--- src/rtl/cache_pkg.sv ---
// Shared definitions for the direct-mapped cache controller: FSM states,
// address field positions and cache geometry.
package cache_pkg;

  localparam int LINES           = 64;
  localparam int WORDS_PER_BLOCK = 16;

  localparam int OFFSET_LSB = 0;
  localparam int OFFSET_MSB = 3;
  localparam int INDEX_LSB  = 4;
  localparam int INDEX_MSB  = 9;
  localparam int TAG_LSB    = 10;
  localparam int TAG_MSB    = 15;

  typedef enum logic [3:0] {
    INIT,
    IDLE,
    LOOKUP,
    MEM_RD,
    FILL,
    REPLAY,
    WR_CACHE,
    MEM_WR,
    RESP
  } cache_state_e;

  // Block-aligned address: offset bits cleared.
  function automatic logic [TAG_MSB:0] block_addr(input logic [TAG_MSB:0] a);
    return {a[TAG_MSB:INDEX_LSB], {(OFFSET_MSB - OFFSET_LSB + 1){1'b0}}};
  endfunction

endpackage

--- src/rtl/sat_counter.sv ---
// Event counter that sticks at all-ones instead of wrapping.
module sat_counter #(
  parameter int CNT_W = 16
) (
  input  logic             Clk,
  input  logic             Reset,
  input  logic             inc,
  output logic [CNT_W-1:0] count
);

  logic [CNT_W-1:0] count_q, count_d;

  always_comb begin
    count_d = count_q;
    if (inc && (count_q != {CNT_W{1'b1}})) begin
      count_d = count_q + {{(CNT_W-1){1'b0}}, 1'b1};
    end
  end

  always_ff @(posedge Clk or negedge Reset) begin
    if (!Reset) begin
      count_q <= '0;
    end else begin
      count_q <= count_d;
    end
  end

  assign count = count_q;

endmodule

--- src/rtl/cache_ctrl.sv ---
// Sequencer for a 64-line direct-mapped cache: invalidation sweep after reset,
// lookup, block refill on read miss, write-through writes, hit/miss statistics.
module cache_ctrl
  import cache_pkg::*;
#(
  parameter int ADDR_W  = 16,
  parameter int DATA_W  = 16,
  parameter int BLOCK_W = 256,
  parameter int INDEX_W = 6,
  parameter int CNT_W   = 16
) (
  input  logic               Clk,
  input  logic               Reset,
  // CPU port: request accepted when cpu_req_valid && cpu_ready; exactly one
  // cpu_resp_valid pulse follows per accepted request. Memory port: mem_req and
  // its address/data stay stable until the single-cycle mem_ack completes it.
  input  logic               cpu_req_valid,
  input  logic               cpu_req_we,
  input  logic [ADDR_W-1:0]  cpu_addr,
  input  logic [DATA_W-1:0]  cpu_wdata,
  output logic               cpu_ready,
  output logic               cpu_resp_valid,
  output logic [DATA_W-1:0]  cpu_rdata,
  output logic               cache_inv,
  output logic [INDEX_W-1:0] cache_index,
  output logic               cache_rd,
  output logic               cache_wr,
  output logic               cache_fill,
  output logic [ADDR_W-1:0]  cache_addr,
  output logic [DATA_W-1:0]  cache_wdata,
  output logic [BLOCK_W-1:0] cache_block,
  input  logic               cache_hit,
  input  logic [DATA_W-1:0]  cache_rdata,
  output logic               mem_req,
  output logic               mem_we,
  output logic [ADDR_W-1:0]  mem_addr,
  output logic [DATA_W-1:0]  mem_wdata,
  input  logic               mem_ack,
  input  logic [BLOCK_W-1:0] mem_rdata,
  output logic [CNT_W-1:0]   hit_count,
  output logic [CNT_W-1:0]   miss_count,
  output cache_state_e       state_dbg
);

  cache_state_e       state_q, state_d;
  logic [INDEX_W-1:0] sweep_q, sweep_d;
  logic [ADDR_W-1:0]  addr_q, addr_d;
  logic               we_q, we_d;
  logic [DATA_W-1:0]  wdata_q, wdata_d;
  logic [DATA_W-1:0]  rdata_q, rdata_d;
  logic [BLOCK_W-1:0] block_q, block_d;
  logic               hit_inc, miss_inc;

  always_ff @(posedge Clk or negedge Reset) begin
    if (!Reset) begin
      state_q <= INIT;
      sweep_q <= '0;
      addr_q  <= '0;
      we_q    <= 1'b0;
      wdata_q <= '0;
      rdata_q <= '0;
      block_q <= '0;
    end else begin
      state_q <= state_d;
      sweep_q <= sweep_d;
      addr_q  <= addr_d;
      we_q    <= we_d;
      wdata_q <= wdata_d;
      rdata_q <= rdata_d;
      block_q <= block_d;
    end
  end

  always_comb begin
    state_d        = state_q;
    sweep_d        = sweep_q;
    addr_d         = addr_q;
    we_d           = we_q;
    wdata_d        = wdata_q;
    rdata_d        = rdata_q;
    block_d        = block_q;
    hit_inc        = 1'b0;
    miss_inc       = 1'b0;
    cpu_ready      = 1'b0;
    cpu_resp_valid = 1'b0;
    cache_inv      = 1'b0;
    cache_rd       = 1'b0;
    cache_wr       = 1'b0;
    cache_fill     = 1'b0;
    mem_req        = 1'b0;
    mem_we         = 1'b0;

    case (state_q)
      INIT: begin
        // Reset holds the state in INIT, so the sweep strobe is masked while
        // reset is asserted to keep every strobe quiet during reset.
        cache_inv = Reset;
        sweep_d   = sweep_q + INDEX_W'(1);
        if (sweep_q == INDEX_W'(LINES - 1)) begin
          state_d = IDLE;
        end
      end
      IDLE: begin
        cpu_ready = 1'b1;
        if (cpu_req_valid) begin
          addr_d  = cpu_addr;
          we_d    = cpu_req_we;
          wdata_d = cpu_wdata;
          rdata_d = '0;
          state_d = LOOKUP;
        end
      end
      LOOKUP: begin
        cache_rd = 1'b1;
        if (cache_hit) begin
          hit_inc = 1'b1;
          if (we_q) begin
            state_d = WR_CACHE;
          end else begin
            rdata_d = cache_rdata;
            state_d = RESP;
          end
        end else begin
          miss_inc = 1'b1;
          state_d  = we_q ? MEM_WR : MEM_RD;
        end
      end
      MEM_RD: begin
        mem_req = 1'b1;
        if (mem_ack) begin
          block_d = mem_rdata;
          state_d = FILL;
        end
      end
      FILL: begin
        cache_fill = 1'b1;
        state_d    = REPLAY;
      end
      REPLAY: begin
        // Re-lookup after refill; statistics already counted this request.
        cache_rd = 1'b1;
        if (cache_hit) begin
          rdata_d = cache_rdata;
          state_d = RESP;
        end else begin
          state_d = MEM_RD;
        end
      end
      WR_CACHE: begin
        cache_wr = 1'b1;
        state_d  = MEM_WR;
      end
      MEM_WR: begin
        mem_req = 1'b1;
        mem_we  = 1'b1;
        if (mem_ack) begin
          state_d = RESP;
        end
      end
      RESP: begin
        cpu_resp_valid = 1'b1;
        state_d        = IDLE;
      end
      default: state_d = INIT;
    endcase
  end

  assign cpu_rdata   = rdata_q;
  assign cache_index = sweep_q;
  assign cache_addr  = addr_q;
  assign cache_wdata = wdata_q;
  assign cache_block = block_q;
  assign mem_addr    = (state_q == MEM_WR) ? addr_q : block_addr(addr_q);
  assign mem_wdata   = wdata_q;
  assign state_dbg   = state_q;

  sat_counter #(.CNT_W(CNT_W)) u_hit_cnt (
    .Clk   (Clk),
    .Reset (Reset),
    .inc   (hit_inc),
    .count (hit_count)
  );

  sat_counter #(.CNT_W(CNT_W)) u_miss_cnt (
    .Clk   (Clk),
    .Reset (Reset),
    .inc   (miss_inc),
    .count (miss_count)
  );

endmodule

--- config.mk ---
export PLATFORM = sky130hd
export DESIGN_NAME = cache_ctrl
export DESIGN_NICKNAME = d
export VERILOG_FILES = /design/src/rtl/cache_pkg.sv /design/src/rtl/sat_counter.sv /design/src/rtl/cache_ctrl.sv
export SDC_FILE = /design/constraint.sdc
export NUM_CORES = 1
export LEC_CHECK = 0
export BUFFER_PORTS_ARGS = -buffer_cell sky130_fd_sc_hd__buf_2
export CORE_AREA = 3 3 269 271
export CTS_BUF_LIST = sky130_fd_sc_hd__clkbuf_8
export CTS_CLUSTER_SIZE = 16
export DETAILED_ROUTE_END_ITERATION = 6
export DIE_AREA = 0 0 272 274
export PLACE_DENSITY = 0.54
export SLEW_MARGIN = 20
export SYNTH_ARGS = -nofsm -noshare
export SYNTH_HDL_FRONTEND = slang
export SYNTH_SLANG_ARGS = --single-unit
export TNS_END_PERCENT = 5
--- constraint.sdc ---
create_clock -name Clk -period 1.85 [get_ports Clk]
set_input_delay 0.2775 -clock Clk [delete_from_list [all_inputs] [get_ports Clk]]
set_output_delay 0.2775 -clock Clk [all_outputs]
set_load 0.05 [all_outputs]
== Word-level counts from Yosys, hierarchy flattened ==
Cells that the tools add are included.

* Register bits after elaboration: 347
* Bits in latches: 0
* Bits in writable memories: 0
* Bits in read-only memories: 0
* Input bits: 310
* Output and inout bits: 386
* Logic and storage cells: 67
* Memories kept: 0

* Add/sub/neg operators: 3
* Multiply operators: 0
* Div/mod/pow operators: 0
* $lt $le $gt $ge: 0
* Eq/ne operators: 18
* Shift operators: 0
* Muxes and demuxes: 27
* Bitwise gates (word level): 0
* Reductions and logical operators: 10

{| class="wikitable"
|+ Operators by type and width
! operator !! count
|-
| 16-bit 2-to-1 mux || 4
|-
| 16-bit case mux with 3 select lines || 1
|-
| 4-bit case mux with 9 select lines || 1
|-
| 16-bit by 1-bit adder with 16-bit output, second input constant || 2
|-
| 4-bit 2-to-1 mux || 8
|-
| 16-bit inequality test, second input constant || 2
|-
| 4-bit by 3-bit equality test with 1-bit output, second input constant || 4
|-
| 2-bit inequality test, second input constant || 7
|-
| 1-bit 2-to-1 mux || 12
|-
| 4-bit by 2-bit equality test with 1-bit output, second input constant || 2
|-
| 6-bit by 1-bit adder with 6-bit output, second input constant || 1
|-
| 6-bit equality test, second input constant || 1
|-
| 5-bit AND reduction || 1
|-
| 4-bit by 1-bit equality test with 1-bit output, second input constant || 1
|-
| 4-bit equality test, second input constant || 1
|-
| 4-bit logical NOT || 1
|-
| 2-bit AND reduction || 2
|-
| 4-bit AND reduction || 1
|-
| 2-bit OR reduction || 2
|-
| 3-bit 2-to-1 mux || 1
|-
| 3-bit nonzero test || 1
|-
| 1-bit logical AND || 2
|}

== Logic depth before layout (Yosys ltp) ==
* Depth in word-level cells: 3
* Gate-level depth with buffers: 7
* Mapped depth without buffers: 6

== Modules after synthesis ==
Synthesis repeated with hierarchy kept, for this count alone.

* Cell total of the unflattened synthesis: 926
* Area total of the unflattened synthesis: 13993.4 um^2

{| class="wikitable"
|+ By module, submodules not included
! module !! instances !! cells each !! area an instance (um^2) !! sequential area each (um^2)
|-
| cache_ctrl || 1 || 782 || 12274.3 || 7882.6
|-
| sat_counter || 2 || 72 || 859.6 || 400.4
|}

== Worst setup path after synthesis ==
No wires, ideal clock.

* Path kind: reg2reg
* From: reg state_q[1] (netlist: state_dbg[1])
* To: reg addr_q[0] (netlist: cache_addr[0])
* Setup time: 0.125 ns
* Arrival: 3.148 ns
* Data required time: 1.725 ns
* Path slack: -1.423 ns
* Cell stages (with the launch flop): 7
* Period minus slack after synthesis: 3.273 ns
* Cells stage by stage: dfrtp_1 > buf_4 > nor2b_1 > nor3b_1 > nand2_1 > buf_1 > mux2_2

* Cells in the longest elaborated chain, start to end: 2

{| class="wikitable"
|+ Ends and longest elaborated chain
! element !! line !! text
|-
| from (decl) || cache_ctrl.sv:45 || <nowiki>cache_state_e state_q, state_d;</nowiki>
|-
| from (signal assigned) || cache_ctrl.sv:64 || <nowiki>state_q <= state_d;</nowiki>
|-
| 4-bit by 1-bit equality test with 1-bit output || cache_ctrl.sv:93 || <nowiki>case (state_q)</nowiki>
|-
| 2-bit AND reduction (no line) || - ||
|-
| to (signal assigned) || cache_ctrl.sv:66 || <nowiki>addr_q <= addr_d;</nowiki>
|-
| to (decl) || cache_ctrl.sv:47 || <nowiki>logic [ADDR_W-1:0] addr_q, addr_d;</nowiki>
|}

Every way passes these cells.
A chain may end at the register's enable or synchronous reset.

== Worst setup path after layout ==
* From: reg state_q[0] (netlist: state_dbg[0])
* To: out cache_rd

* Cells in the longest elaborated chain, start to end: 3

{| class="wikitable"
|+ Ends and longest elaborated chain
! element !! line !! text
|-
| 4-bit by 3-bit equality test with 1-bit output or 4-bit by 2-bit equality test with 1-bit output (tied branches) || cache_ctrl.sv:93 ||
|-
| 2-bit OR reduction (no line) (*) || - ||
|-
| 1-bit 2-to-1 mux (*) || cache_ctrl.sv:93 ||
|-
| to (decl) || cache_ctrl.sv:26 || <nowiki>output logic cache_rd,</nowiki>
|}

Every way passes the cells marked *; elsewhere a longest branch is shown, timed or not.

==> results.toml <==
[cells_and_area]
fillers = 6771
drive_gt1_frac = 0.6080
area_delta_synth_final_pct = 77.79
instances_no_fill = 3048
nNetsFinal = 2366

[logic_synthesis]
ys_warn_count = 0
synth_top_cell_by_area = "dfrtp_1"
synthCells = 930
synth_area_per_cell_sq_um = 14.88
syn-cell-area_sq_um = 13840
ys_top_cells_by_area = "dfrtp_1 63%, mux2_2 24%, buf_4 1.6%"
synth_cell_types = 51
synth_seq_cells = 347
synth_seq_area_share = 0.6273
synth.top_cell.area_share = 0.6273
synth_nets = 1243

[sta]
setup-violations-final = 332
fin_ws_ps = -460.6
hold_viol_final = 0
fin_crit_sh = 1.249
drv_slew = 0
worst_pin_slew_ps = 647.6
period_needed_ps = 2311
fmax_mhz = 432.8
clock_skew_ps = 34.20
grt_setup_unrepaired = "yes"
max_slew_margin = 0.5637
fin_setup_tns_ps = -98280

[floorplan]
die_w_microns = 272
coreArea_sq_um = 70030
placementRows = 97
fp.dieH_microns = 274
die_area_sq_um = 74530
io_pins = 696
initial_core_util = 0.1977

[global_route]
grt_pass1_wl_microns = 79090
grt_max_degree = 83
track_usage = 0.1353
grt_overflow = 0
grt_pass1_vias = 13532
antenna_found_initial = 8

[placement]
gp_congestion = 0.8640
hpwlAfterDp_microns = 37760
place_inst = 2599
pre_cts_slack_ps = -295.6
portBuffers = 695

[power]
internal_power_uw = 18210
p_seq_frac = 0.324
pwr-share-comb = 0.451
power_density_nw_per_um2 = 1390
sw_frac_of_total = 0.4678
ir_drop_mv = 0.9902
p_leak_uw = 0.01231
p_clk_frac = 0.225
power.switching_uw = 16000

[routing]
via_per_inst = 3.984
drc = 0
dr.pass1.iters = 4
drt_iter0_drc = 278
avgRoutedWirePerCell_microns = 17.63
drt_wl_total_microns = 53750
num_vias = 12143
ant_nets = 0

[critical_path]
cp_data_required_time_ps = 1570
rr_endpoint = "cache_block[31]"
reg2reg_depth = 10
reg2reg_slack_ps = -430
cp-end-kind = "output pin"
worstPathArrival_ps = 2030
crit_type = "flip-flop to output pin"
cp-start-kind = "flip-flop"
path_max_fanout = 7
r2r-start = "state_dbg[3]"

[clocking]
clkLatencyLatePin_ps = 660
cts_tree = "done"
cts.sinks = 347
cts_max_level = 2
numCtsBuffers = 61
path_clk_slew_ps = 60
cts_root_buffer = "clkbuf_8"
clock_path_buffers = 3

[hold_path]
min-delay-start = "cache_hit"
hold_class = "primary input to flip-flop"
hold_end = "state_dbg[3]"
min_path_cells = 3

[status]
failed_checks = "negative setup slack"
status = "complete, but fails checks"

[flow_run]
max-cap-violations = 0
==> power groups by stage <==
stage	clock network (uW)	logic (uW)	registers, uW
floorplan	0	3540	18500
global placement	0	14700	11000
detailed placement	0	14800	11100
CTS	8070	15400	11000
global route	8360	16000	11400
finish	7710	15400	11100
==> cells in the final DEF (no fill, tap or decap), types with 6 or more instances in the layout <==
master and instances:
clkinv_2 8, clkbuf_16 6, nand4_1 10, buf_4 69, a21oi_1 7, xnor2_1 9, nand3_1 8, buf_2 679
nand2_1 29, buf_12 13, buf_6 38, dfrtp_2 8, diode_2 6, nor4_4 8, buf_8 15, dlygate4sd3_1 307
inv_1 35, xor2_1 20, clkbuf_8 81, mux2i_1 16, mux2_4 29, mux2_2 266, dfrtp_1 339
==> per-stage QoR <==
| step | utilization | power (uW) | hold WS [ps] | instance area, sq um |
|---|---|---|---|---|
| global placement | 0.2731 | 25730 | 382.6 | 19120 |
| floorplan | - | 22080 | -18.09 | 13960 |
| finish | 0.3514 | 34210 | 117.1 | 24610 |
| detailed placement | 0.2731 | 25880 | 379.7 | 19120 |
| CTS | 0.3445 | 34510 | 31.87 | 24120 |
| global route | 0.3514 | 35730 | 107.4 | 24610 |
==> synthesized netlist by cell type (all sizes together) <==
cell and number:
or4b 2, xor2 20, or2 1, and3b 1, nor3 9, mux2 295, a21oi 10, nand4b 1
o21a 1, o211ai 2, nor4b 2, dfrtp 347, nor4 8, a31oi 2, nand2b 3, nor2b 6
and3 7, inv 21, nor3b 4, buf 58, o22ai 2, o22a 1, and4b 1, a31o 1
nor2 5, and2 2, a41oi 3, ha 3, a2111oi 1, xnor2 9, a211oi 4, nand3 9
or4 2, or3b 1, o21ai 5, or3 3, a221o 1, clkbuf 13, and4 2, nand3b 2
nand2 34, mux2i 16, nand4 10
==> layout make-up <==
class,count,area [sq um],share of cell area
Sequential cell,347,8693,0.3532
Timing Repair Buffer,1131,8163,0.3317
Multi-Input combinational cell,491,5131,0.2085
Tap cell,940,1176,0.04779
Clock buffer,81,1115,0.04530
Clock inverter,31,235.2,0.009558
Inverter,21,81.33,0.003305
Antenna cell,6,15.01,0.0006101
==> critical path, cell delays in order (launching register included) <==
cell and delay (ps):
dfrtp_2 410, buf_6 120, buf_12 120, or3b_4 360
a21oi_2 110, buf_4 140, buf_8 140
==> how the worst max path moves through the flow <==
| stage | startpoint | end | slack, ps | cells past startpoint |
|---|---|---|---|---|
| floorplan | state_dbg[1] | u_hit_cnt.count[9] | -320 | 6 |
| global placement | state_dbg[3] | cache_block[75] | -260 | 7 |
| detailed placement | state_dbg[3] | cache_block[45] | -300 | 7 |
| CTS | state_dbg[0] | cache_rd | -550 | 6 |
| global route | state_dbg[0] | cache_rd | -560 | 6 |
| finish | state_dbg[0] | cache_rd | -460 | 6 |
==> state kept, by name, summed over array words and instances, names as in the netlist <==
signal            count
cache_block         256
cache_addr           16
cache_wdata          16
cpu_rdata            16
u_hit_cnt.count      16
u_miss_cnt.count     16
cache_index           6
state_dbg             4
we_q                  1
==> kinds of logic after synthesis <==
group,Yosys count,share of synthesized area
AO/OA/AOI/OAI,33,0.01627
adder cells (fa/ha/maj),3,0.002712
buffers and inverters,92,0.03561
AND/OR/NAND/NOR,115,0.04818
flip-flops,347,0.6273
multiplexers,311,0.2516
XOR/XNOR,29,0.01835
==> routing by layer <==
metal	part of all wire	vias up	wire [microns]	global-route usage
met3	0.085	97	4579	0.04690
met2	0.53	508	28710	0.2568
met5	0	-	0	0
li1	-	5512	-	-
met4	0.028	0	1497	0.04773
met1	0.35	6026	18960	0.1364
==> timing repair <==
action	in CTS	in global routing
gates resized for setup	115	62
setup endpoints to repair	310	313
hold buffers	307	0
cloned	2	6
setup buffers	10	6
pin swaps	17	7
hold endpoints to repair	577	0
No activity file was read; power rests on OpenSTA's default activity.
